===== config.mk =====
export PLATFORM = sky130hd
export DESIGN_NAME = cajero_ctrl_flat
export DESIGN_NICKNAME = d
export VERILOG_FILES = /design/src/rtl/cajero_ctrl_pkg.sv /design/src/rtl/cajero_ctrl_if.sv /design/src/rtl/cajero_ctrl_pin_captura.sv /design/src/rtl/cajero_ctrl.sv /design/src/flat_wrapper.sv
export SDC_FILE = /design/constraint.sdc
export NUM_CORES = 1
export LEC_CHECK = 0
export CAP_MARGIN = 5
export CORE_AREA = 2 2 121 123
export DETAILED_ROUTE_END_ITERATION = 7
export DIE_AREA = 0 0 123 125
export PLACE_DENSITY = 0.75
export SETUP_SLACK_MARGIN = 0.02
export SYNTH_ARGS = -nofsm -noshare
export SYNTH_HDL_FRONTEND = slang
export SYNTH_SLANG_ARGS = --single-unit

===== constraint.sdc =====
create_clock -name clk -period 2.6 [get_ports clk]
set_input_delay 0.65 -clock clk [delete_from_list [all_inputs] [get_ports clk]]
set_output_delay 0.65 -clock clk [all_outputs]
set_load 0.02 [all_outputs]

===== src/rtl/cajero_ctrl_pkg.sv =====
// rtl/cajero_ctrl_pkg.sv - shared state encoding and transaction-type constants for the ATM controller
package cajero_ctrl_pkg;

    // Controller states, 3-bit binary encoding
    typedef enum logic [2:0] {
        ST_IDLE       = 3'd0,
        ST_PIN_ENTRY  = 3'd1,
        ST_PIN_CHECK  = 3'd2,
        ST_WAIT_MONTO = 3'd3,
        ST_DONE       = 3'd4,
        ST_BLOQUEO    = 3'd5
    } estado_t;

    // Meaning of tipo_trans
    localparam logic TIPO_DEPOSITO = 1'b0;
    localparam logic TIPO_RETIRO   = 1'b1;

endpackage


===== src/rtl/cajero_ctrl_if.sv =====
// rtl/cajero_ctrl_if.sv - card, keypad, amount and status signals of the ATM controller
// Ports (slave = controller side):
//   in : tarjeta_recibida, pin, digito, digito_stb, tipo_trans, monto, monto_stb
//   out: balance, balance_actualizado, entregar_dinero, fondos_insuficientes,
//        pin_incorrecto, advertencia, bloqueo
interface cajero_ctrl_if #(
    parameter int PIN_DIGITS = 4,
    parameter int BAL_W      = 32,
    parameter int AMT_W      = 32
);
    logic                    tarjeta_recibida;
    logic [4*PIN_DIGITS-1:0] pin;
    logic [3:0]              digito;
    logic                    digito_stb;
    logic                    tipo_trans;
    logic [AMT_W-1:0]        monto;
    logic                    monto_stb;
    logic [BAL_W-1:0]        balance;
    logic                    balance_actualizado;
    logic                    entregar_dinero;
    logic                    fondos_insuficientes;
    logic                    pin_incorrecto;
    logic                    advertencia;
    logic                    bloqueo;

    modport slave (
        input  tarjeta_recibida, pin, digito, digito_stb, tipo_trans, monto, monto_stb,
        output balance, balance_actualizado, entregar_dinero, fondos_insuficientes,
               pin_incorrecto, advertencia, bloqueo
    );

    modport master (
        output tarjeta_recibida, pin, digito, digito_stb, tipo_trans, monto, monto_stb,
        input  balance, balance_actualizado, entregar_dinero, fondos_insuficientes,
               pin_incorrecto, advertencia, bloqueo
    );
endinterface


===== src/rtl/cajero_ctrl_pin_captura.sv =====
// rtl/cajero_ctrl_pin_captura.sv - keyed-PIN shift register and digit counter
// Ports:
//   clk, reset_n   clock, asynchronous active-low reset
//   clr            clears the digit counter
//   digito         keyed BCD digit
//   digito_stb     digit valid (already gated to the entry state by the caller)
//   pin_ingresado  last PIN_DIGITS digits keyed, most recent in the low nibble
//   completo       this strobe captures the final digit of the PIN
module pin_captura #(
    parameter int PIN_DIGITS = 4
) (
    input  logic                    clk,
    input  logic                    reset_n,
    input  logic                    clr,
    input  logic [3:0]              digito,
    input  logic                    digito_stb,
    output logic [4*PIN_DIGITS-1:0] pin_ingresado,
    output logic                    completo
);
    localparam int PIN_W = 4 * PIN_DIGITS;
    localparam int CNT_W = $clog2(PIN_DIGITS + 1);
    localparam logic [CNT_W-1:0] LAST_IDX = CNT_W'(PIN_DIGITS - 1);

    logic [PIN_W-1:0] shift_q, shift_d;
    logic [CNT_W-1:0] cnt_q, cnt_d;

    always_comb begin
        shift_d  = shift_q;
        cnt_d    = cnt_q;
        completo = digito_stb && !clr && (cnt_q == LAST_IDX);
        if (clr) begin
            cnt_d = '0;
        end else if (digito_stb) begin
            // Truncating cast drops the oldest nibble off the top
            shift_d = PIN_W'({shift_q, digito});
            cnt_d   = completo ? '0 : cnt_q + 1'b1;
        end
    end

    always_ff @(posedge clk or negedge reset_n) begin
        if (!reset_n) begin
            shift_q <= '0;
            cnt_q   <= '0;
        end else begin
            shift_q <= shift_d;
            cnt_q   <= cnt_d;
        end
    end

    assign pin_ingresado = shift_q;

endmodule


===== src/rtl/cajero_ctrl.sv =====
// rtl/cajero_ctrl.sv - ATM transaction controller: PIN check, deposit/withdrawal, lockout
// Ports:
//   clk      system clock, rising edge
//   reset_n  asynchronous active-low reset
//   bus      cajero_ctrl_if.slave: card/keypad/amount inputs, balance and status outputs
// All outputs come straight from flops.
module cajero_ctrl
    import cajero_ctrl_pkg::*;
#(
    parameter int PIN_DIGITS = 4,
    parameter int BAL_W      = 32,
    parameter int AMT_W      = 32,
    parameter int MAX_TRIES  = 3,
    parameter int INIT_BAL   = 1000
) (
    input  logic        clk,
    input  logic        reset_n,
    cajero_ctrl_if.slave bus
);
    localparam int TRIES_W = $clog2(MAX_TRIES + 1);
    localparam logic [TRIES_W-1:0] TRIES_LOCK = TRIES_W'(MAX_TRIES);
    localparam logic [TRIES_W-1:0] TRIES_WARN = TRIES_W'(MAX_TRIES - 1);
    localparam logic [BAL_W-1:0]   BAL_RESET  = BAL_W'(INIT_BAL);

    estado_t             state_q, state_d;
    logic [TRIES_W-1:0]  tries_q, tries_d;
    logic [BAL_W-1:0]    balance_q, balance_d;
    logic                bal_upd_q, bal_upd_d;
    logic                entregar_q, entregar_d;
    logic                fondos_q, fondos_d;
    logic                pin_inc_q, pin_inc_d;
    logic                adv_q, adv_d;
    logic                bloqueo_q, bloqueo_d;

    logic [4*PIN_DIGITS-1:0] pin_ingresado;
    logic                    pin_completo;
    logic                    pin_clr;
    logic                    digito_en;
    logic                    pin_ok;
    logic [TRIES_W-1:0]      tries_inc;

    logic [BAL_W-1:0] monto_ext;
    logic [BAL_W-1:0] bal_suma;
    logic [BAL_W-1:0] bal_resta;
    logic             fondos_ok;

    // Digits only count while a card is in and we are collecting a PIN
    assign digito_en = bus.digito_stb && bus.tarjeta_recibida && (state_q == ST_PIN_ENTRY);
    assign pin_ok    = (pin_ingresado == bus.pin);
    assign tries_inc = tries_q + 1'b1;

    // Counter is held clear while idle and after a rejected PIN, so every
    // entry attempt starts from the first digit. Depends only on state, so
    // there is no loop through the capture block's completo output.
    assign pin_clr = (state_q == ST_IDLE) || ((state_q == ST_PIN_CHECK) && !pin_ok);

    pin_captura #(
        .PIN_DIGITS (PIN_DIGITS)
    ) u_pin_captura (
        .clk           (clk),
        .reset_n       (reset_n),
        .clr           (pin_clr),
        .digito        (bus.digito),
        .digito_stb    (digito_en),
        .pin_ingresado (pin_ingresado),
        .completo      (pin_completo)
    );

    // Balance datapath: one adder, one subtractor, one comparator
    assign monto_ext = BAL_W'(bus.monto);
    assign bal_suma  = balance_q + monto_ext;
    assign bal_resta = balance_q - monto_ext;
    assign fondos_ok = (monto_ext <= balance_q);

    always_comb begin
        state_d    = state_q;
        tries_d    = tries_q;
        balance_d  = balance_q;
        bal_upd_d  = 1'b0;
        entregar_d = 1'b0;
        fondos_d   = 1'b0;
        pin_inc_d  = 1'b0;
        adv_d      = adv_q;
        bloqueo_d  = bloqueo_q;

        unique case (state_q)
            ST_IDLE: begin
                if (bus.tarjeta_recibida) state_d = ST_PIN_ENTRY;
            end

            ST_PIN_ENTRY: begin
                if (!bus.tarjeta_recibida) state_d = ST_IDLE;
                else if (pin_completo)     state_d = ST_PIN_CHECK;
            end

            ST_PIN_CHECK: begin
                // The verdict updates tries even if the card leaves this cycle
                if (pin_ok) begin
                    tries_d = '0;
                    adv_d   = 1'b0;
                    state_d = bus.tarjeta_recibida ? ST_WAIT_MONTO : ST_IDLE;
                end else begin
                    tries_d   = tries_inc;
                    pin_inc_d = 1'b1;
                    if (tries_inc == TRIES_WARN) adv_d = 1'b1;
                    if (tries_inc == TRIES_LOCK) begin
                        bloqueo_d = 1'b1;
                        state_d   = ST_BLOQUEO;
                    end else begin
                        state_d = bus.tarjeta_recibida ? ST_PIN_ENTRY : ST_IDLE;
                    end
                end
            end

            ST_WAIT_MONTO: begin
                if (!bus.tarjeta_recibida) begin
                    state_d = ST_IDLE;
                end else if (bus.monto_stb) begin
                    state_d = ST_DONE;
                    if (bus.tipo_trans == TIPO_DEPOSITO) begin
                        balance_d = bal_suma;
                        bal_upd_d = 1'b1;
                    end else if (fondos_ok) begin
                        balance_d  = bal_resta;
                        bal_upd_d  = 1'b1;
                        entregar_d = 1'b1;
                    end else begin
                        fondos_d = 1'b1;
                    end
                end
            end

            ST_DONE: begin
                if (!bus.tarjeta_recibida) state_d = ST_IDLE;
            end

            ST_BLOQUEO: begin
                bloqueo_d = 1'b1;
            end

            default: begin
                state_d = ST_IDLE;
            end
        endcase
    end

    always_ff @(posedge clk or negedge reset_n) begin
        if (!reset_n) begin
            state_q    <= ST_IDLE;
            tries_q    <= '0;
            balance_q  <= BAL_RESET;
            bal_upd_q  <= 1'b0;
            entregar_q <= 1'b0;
            fondos_q   <= 1'b0;
            pin_inc_q  <= 1'b0;
            adv_q      <= 1'b0;
            bloqueo_q  <= 1'b0;
        end else begin
            state_q    <= state_d;
            tries_q    <= tries_d;
            balance_q  <= balance_d;
            bal_upd_q  <= bal_upd_d;
            entregar_q <= entregar_d;
            fondos_q   <= fondos_d;
            pin_inc_q  <= pin_inc_d;
            adv_q      <= adv_d;
            bloqueo_q  <= bloqueo_d;
        end
    end

    assign bus.balance              = balance_q;
    assign bus.balance_actualizado  = bal_upd_q;
    assign bus.entregar_dinero      = entregar_q;
    assign bus.fondos_insuficientes = fondos_q;
    assign bus.pin_incorrecto       = pin_inc_q;
    assign bus.advertencia          = adv_q;
    assign bus.bloqueo              = bloqueo_q;

endmodule

===== src/flat_wrapper.sv =====
// flat-port wrapper written by rule: the top's interface ports become plain ports
module cajero_ctrl_flat import cajero_ctrl_pkg::*;
#(
    parameter int PIN_DIGITS = 4,
    parameter int BAL_W      = 32,
    parameter int AMT_W      = 32,
    parameter int MAX_TRIES  = 3,
    parameter int INIT_BAL   = 1000
)
  (clk, reset_n, bus_tarjeta_recibida, bus_pin, bus_digito, bus_digito_stb, bus_tipo_trans, bus_monto, bus_monto_stb, bus_balance, bus_balance_actualizado, bus_entregar_dinero, bus_fondos_insuficientes, bus_pin_incorrecto, bus_advertencia, bus_bloqueo);
  cajero_ctrl_if #(.PIN_DIGITS(PIN_DIGITS), .BAL_W(BAL_W), .AMT_W(AMT_W)) bus_i ();
  input  logic clk;
  input  logic reset_n;
  input wire logic [$bits(bus_i.tarjeta_recibida)-1:0] bus_tarjeta_recibida;
  input wire logic [$bits(bus_i.pin)-1:0] bus_pin;
  input wire logic [$bits(bus_i.digito)-1:0] bus_digito;
  input wire logic [$bits(bus_i.digito_stb)-1:0] bus_digito_stb;
  input wire logic [$bits(bus_i.tipo_trans)-1:0] bus_tipo_trans;
  input wire logic [$bits(bus_i.monto)-1:0] bus_monto;
  input wire logic [$bits(bus_i.monto_stb)-1:0] bus_monto_stb;
  output wire logic [$bits(bus_i.balance)-1:0] bus_balance;
  output wire logic [$bits(bus_i.balance_actualizado)-1:0] bus_balance_actualizado;
  output wire logic [$bits(bus_i.entregar_dinero)-1:0] bus_entregar_dinero;
  output wire logic [$bits(bus_i.fondos_insuficientes)-1:0] bus_fondos_insuficientes;
  output wire logic [$bits(bus_i.pin_incorrecto)-1:0] bus_pin_incorrecto;
  output wire logic [$bits(bus_i.advertencia)-1:0] bus_advertencia;
  output wire logic [$bits(bus_i.bloqueo)-1:0] bus_bloqueo;
  assign bus_i.tarjeta_recibida = bus_tarjeta_recibida;
  assign bus_i.pin = bus_pin;
  assign bus_i.digito = bus_digito;
  assign bus_i.digito_stb = bus_digito_stb;
  assign bus_i.tipo_trans = bus_tipo_trans;
  assign bus_i.monto = bus_monto;
  assign bus_i.monto_stb = bus_monto_stb;
  assign bus_balance = bus_i.balance;
  assign bus_balance_actualizado = bus_i.balance_actualizado;
  assign bus_entregar_dinero = bus_i.entregar_dinero;
  assign bus_fondos_insuficientes = bus_i.fondos_insuficientes;
  assign bus_pin_incorrecto = bus_i.pin_incorrecto;
  assign bus_advertencia = bus_i.advertencia;
  assign bus_bloqueo = bus_i.bloqueo;
  cajero_ctrl #(.PIN_DIGITS(PIN_DIGITS), .BAL_W(BAL_W), .AMT_W(AMT_W), .MAX_TRIES(MAX_TRIES), .INIT_BAL(INIT_BAL)) u_core (.clk(clk), .reset_n(reset_n), .bus(bus_i));
endmodule

==> summary.txt <==
Outcome
  – Status: complete, but fails checks
  – Violated checks: negative setup slack

Floorplan
  – Core outline area: 14200 µm²
  – Area of the die: 15400 µm²
  – Starting density of the core: 0.439
  – Row count: 44
  – DIE HEIGHT: 125 µm
  – Die Wd: 123 µm
  – IO Pins: 96

Logic synthesis
  – Number of synthesized flops with an enable pin: 0
  – Synth Area in Adders: 0.139
  – Largest cells by area after synthesis: dfrtp_1, ha_1, a21oi_1
  – Async SR Flop Fraction: 1.00
  – Multiplexer share of the synthesized area: 0.0611
  – Leading area contributor after synthesis: dfrtp_1
  – Syn. warnings: 0
  – Yosys cell types: 74
  – Synth top area share: 0.225
  – Synth Net Count: 898
  – Post-Syn Instances: 772
  – Synth top cells by count: a21oi_1, inv_1, nor2_1
  – Post-Synth XOR/XNOR Area: 0.0605
  – Synthesized area: 6230 µm²
  – Share of synthesized cell area in and, or, nand and nor gates: 0.165
  – Synthesis-stage register bit count: 62
  – Largest family of logic cells by synthesized area: compound AO/OA/AOI/OAI gates
  – Top_reg_cell synth: dfrtp_1
  – Sequential-to-total area share from yosys stat: 0.250
  – Most instantiated library cell after synthesis: a21oi_1
  – Synth Area in Compound Gates: 0.250
  – Syn Area/Cell: 8.07 µm²

Final layout
  – Synthesis-to-finish area growth: 65.3%
  – Layout cells sized above 1: 0.424
  – Final nets: 1194
  – FF/Latch Area: 1560 µm²
  – ANT cells: 0
  – Area of the multi-input gates: 5190 µm²
  – Number of fill cells: 1052

Power
  – Switch share: 0.439
  – Sw power: 4.73 mW
  – Design Power: 10.8 mW
  – Lkg Pwr: 4.63 nW
  – Pwr/cell area: 1050 nW/µm²
  – Worst VDD drop: 0.586 mV
  – Comb pwr share: 0.727
  – Sequential share of power: 0.162
  – Clock power share: 0.111
  – Power Internal: 6.05 mW

CTS
  – Clock Latency Late Sink: 0.35 ns
  – Num CTS Buffers: 9
  – CTS root buffer: clkbuf_16
  – Clock buffer depth: 2
  – CTS tree: done
  – Reg clk slew, reported paths: 0.06 ns
  – H-tree levels: 3
  – Sink Count: 62

Global route
  – Pin count of the biggest net entering global routing: 63
  – Overflow left after global routing: 0
  – First-pass GRT wire length: 34.1 mm
  – Vias in the first global route: 7171
  – Gr usage total: 0.274
  – Initial antenna violation count: 0

Critical path
  – Crit path DAT: 3.19 ns
  – Slowest stage cell, crit path: dfrtp_1
  – Critical Path, Cell by Cell: buf_4, buf_6, inv_2, ha_4, fa_2, nor2b_2, o21bai_1, a21oi_2, buf_4, a211oi_4, o21ai_2, buf_4, o311a_4, buf_6, buf_4, a31o_2
  – Reg2reg start: u_core.bus.balance[0]
  – R2R setup slack: -0.35 ns
  – CP startpoint: u_core.bus.balance[0]
  – Startpoint Class: flop
  – Most Frequent Cell on Critical Path: buf_4
  – Setup crit end kind: flop
  – R2R cell count: 16
  – Largest stage delay on the critical path: 0.43 ns
  – Crit-path max FO: 6
  – CP required: 2.84 ns
  – Crit Path Class: flop to flop
  – Reg-to-Reg End: u_core.bus.balance[26]

Placed design
  – Final HPWL from detailed placement: 14.8 mm
  – Post-Place Worst Slack: -1.01 ns
  – Buffers added on ports: 95
  – GP Congestion: 0.927

STA
  – Fin Setup TNS: -9.75 ns
  – Final Hold Vio Count: 0
  – Relative slew margins: 0.642
  – Worst Slack Setup Final: -0.348 ns
  – Fmax: 339 MHz
  – Setup Skew: 0.00889 ns
  – Final Max Slew Viols: 0
  – Endpoints failing setup: 33
  – Crit share post-route: 1.13
  – RSZ-0062 raised after global routing: yes
  – WHS: 0.297 ns
  – Crit path time final: 2.95 ns
  – Tightest Pin Transition: 0.530 ns

Worst hold path
  – Class of the worst hold path: primary input to async pin

Drt
  – Drt pass-1 iters: 5
  – Post-route ant nets: 0
  – DR iter-0 viols: 563
  – Via density: 5.61
  – Drt drc: 0
  – Post-Route WL: 21.0 mm
  – Vias: 7047
  – Drt wl/cell: 16.7 µm

Flow run
  – MaxCap Viol Count: 0
==> cells by family after synthesis <==
family | count (synthesis)
AOI/OAI and AO/OA | 243
xor gates and xnor gates | 43
adders and majority gates | 68
buffers and inverters | 112
DFF | 62
muxes | 34
and+or+nand+nor | 210
==> worst max-delay path, delay by kind of cell, from the launching register on <==
kind	cells	cell delay, ns
simple gates	1	0.05
buf+inv	7	0.93
flops	1	0.43
fa+ha+maj	2	0.36
compound gates	6	1.09
==> placed cells by master, fill, tap and decap left out, types with 7 or more instances in the layout <==
| cell | instances |
|---|---|
| nor4_1 | 8 |
| o21bai_1 | 10 |
| nor3_1 | 9 |
| buf_6 | 10 |
| a21o_1 | 12 |
| ha_1 | 34 |
| nor2b_1 | 8 |
| and3_1 | 7 |
| dfrtp_1 | 56 |
| nand2_1 | 41 |
| inv_1 | 42 |
| clkdlybuf4s50_1 | 64 |
| nor2_1 | 54 |
| dlygate4sd2_1 | 17 |
| nand2b_1 | 10 |
| clkbuf_16 | 10 |
| ha_4 | 29 |
| buf_4 | 220 |
| nor2_2 | 7 |
| a21oi_1 | 75 |
| inv_2 | 23 |
| o21ai_0 | 29 |
| o21ai_1 | 9 |
| nand4_1 | 13 |
| mux2_2 | 27 |
| o211ai_1 | 11 |
| xnor2_1 | 40 |
| a21oi_2 | 16 |
==> metrics by stage <==
step | cells | area [µm²] | utilization
after floorplan | 772 | 6670 | -
after global placement | 1217 | 9120 | 0.642
after detailed placement | 1217 | 9120 | 0.642
after CTS | 1248 | 10000 | 0.707
after global routing | 1257 | 10300 | 0.725
final | 1257 | 10300 | 0.725
==> final cells by class <==
class	count	share of cell area
tap	184	0.0224
timing repair buffer	329	0.268
clock buffer	9	0.0219
sequential	62	0.151
clock inverter	7	0.00547
inverter	68	0.0266
multi-input combinational	598	0.504
==> worst max path at each step <==
stage	endpoint	slack (ns)	cells past startpoint
after global routing	u_core.bus.balance[25]	-0.44	15
after detailed placement	u_core.bus.balance[30]	-1.01	13
after CTS	u_core.bus.balance[30]	-0.40	12
after floorplan	u_core.bus.balance[30]	-0.27	12
after global placement	u_core.bus.balance[30]	-0.99	13
final	u_core.bus.balance[26]	-0.35	16
==> routing by layer <==
metal / wire [µm] / part of all wire / GRT usage / vias to the layer above
met4: 696 / 0.033 / 0.108 / 0
met2: 10300 / 0.49 / 0.460 / 252
li1: - / - / - / 3350
met3: 1200 / 0.057 / 0.0456 / 59
met1: 8850 / 0.42 / 0.349 / 3386
met5: 0 / 0 / 0 / -
==> state kept, by name (all words and copies together) (netlist names) <==
name,flops
u_core.bus.advertencia,1
u_core.state_q,3
u_core.bus.fondos_insuficientes,1
u_core.bus.balance,32
u_core.bus.entregar_dinero,1
u_core.bus.bloqueo,1
u_core.u_pin_captura.pin_ingresado,16
u_core.bus.balance_actualizado,1
u_core.tries_q,2
u_core.bus.pin_incorrecto,1
u_core.u_pin_captura.cnt_q,3
==> what timing repair did <==
item | 4_1_cts | 5_1_grt
resized for setup | 139 | 52
pin swaps | 57 | 37
cloned | 0 | 1
setup endpoints to repair | 35 | 35
setup buffers | 15 | 8
hold buffers | 0 | 0
hold endpoints to repair | 0 | 0
==> power by group through the flow <==
stage	Sequential (mW)	Clock (mW)	Combinational (mW)
2_1_floorplan	1.92	0	3.69
3_3_place_gp	1.67	0	6.59
6_report	1.75	1.19	7.84
3_5_place_dp	1.69	0	6.67
5_1_grt	1.80	1.25	8.44
4_1_cts	1.74	1.21	7.36
(Power assumes the default switching activity.)
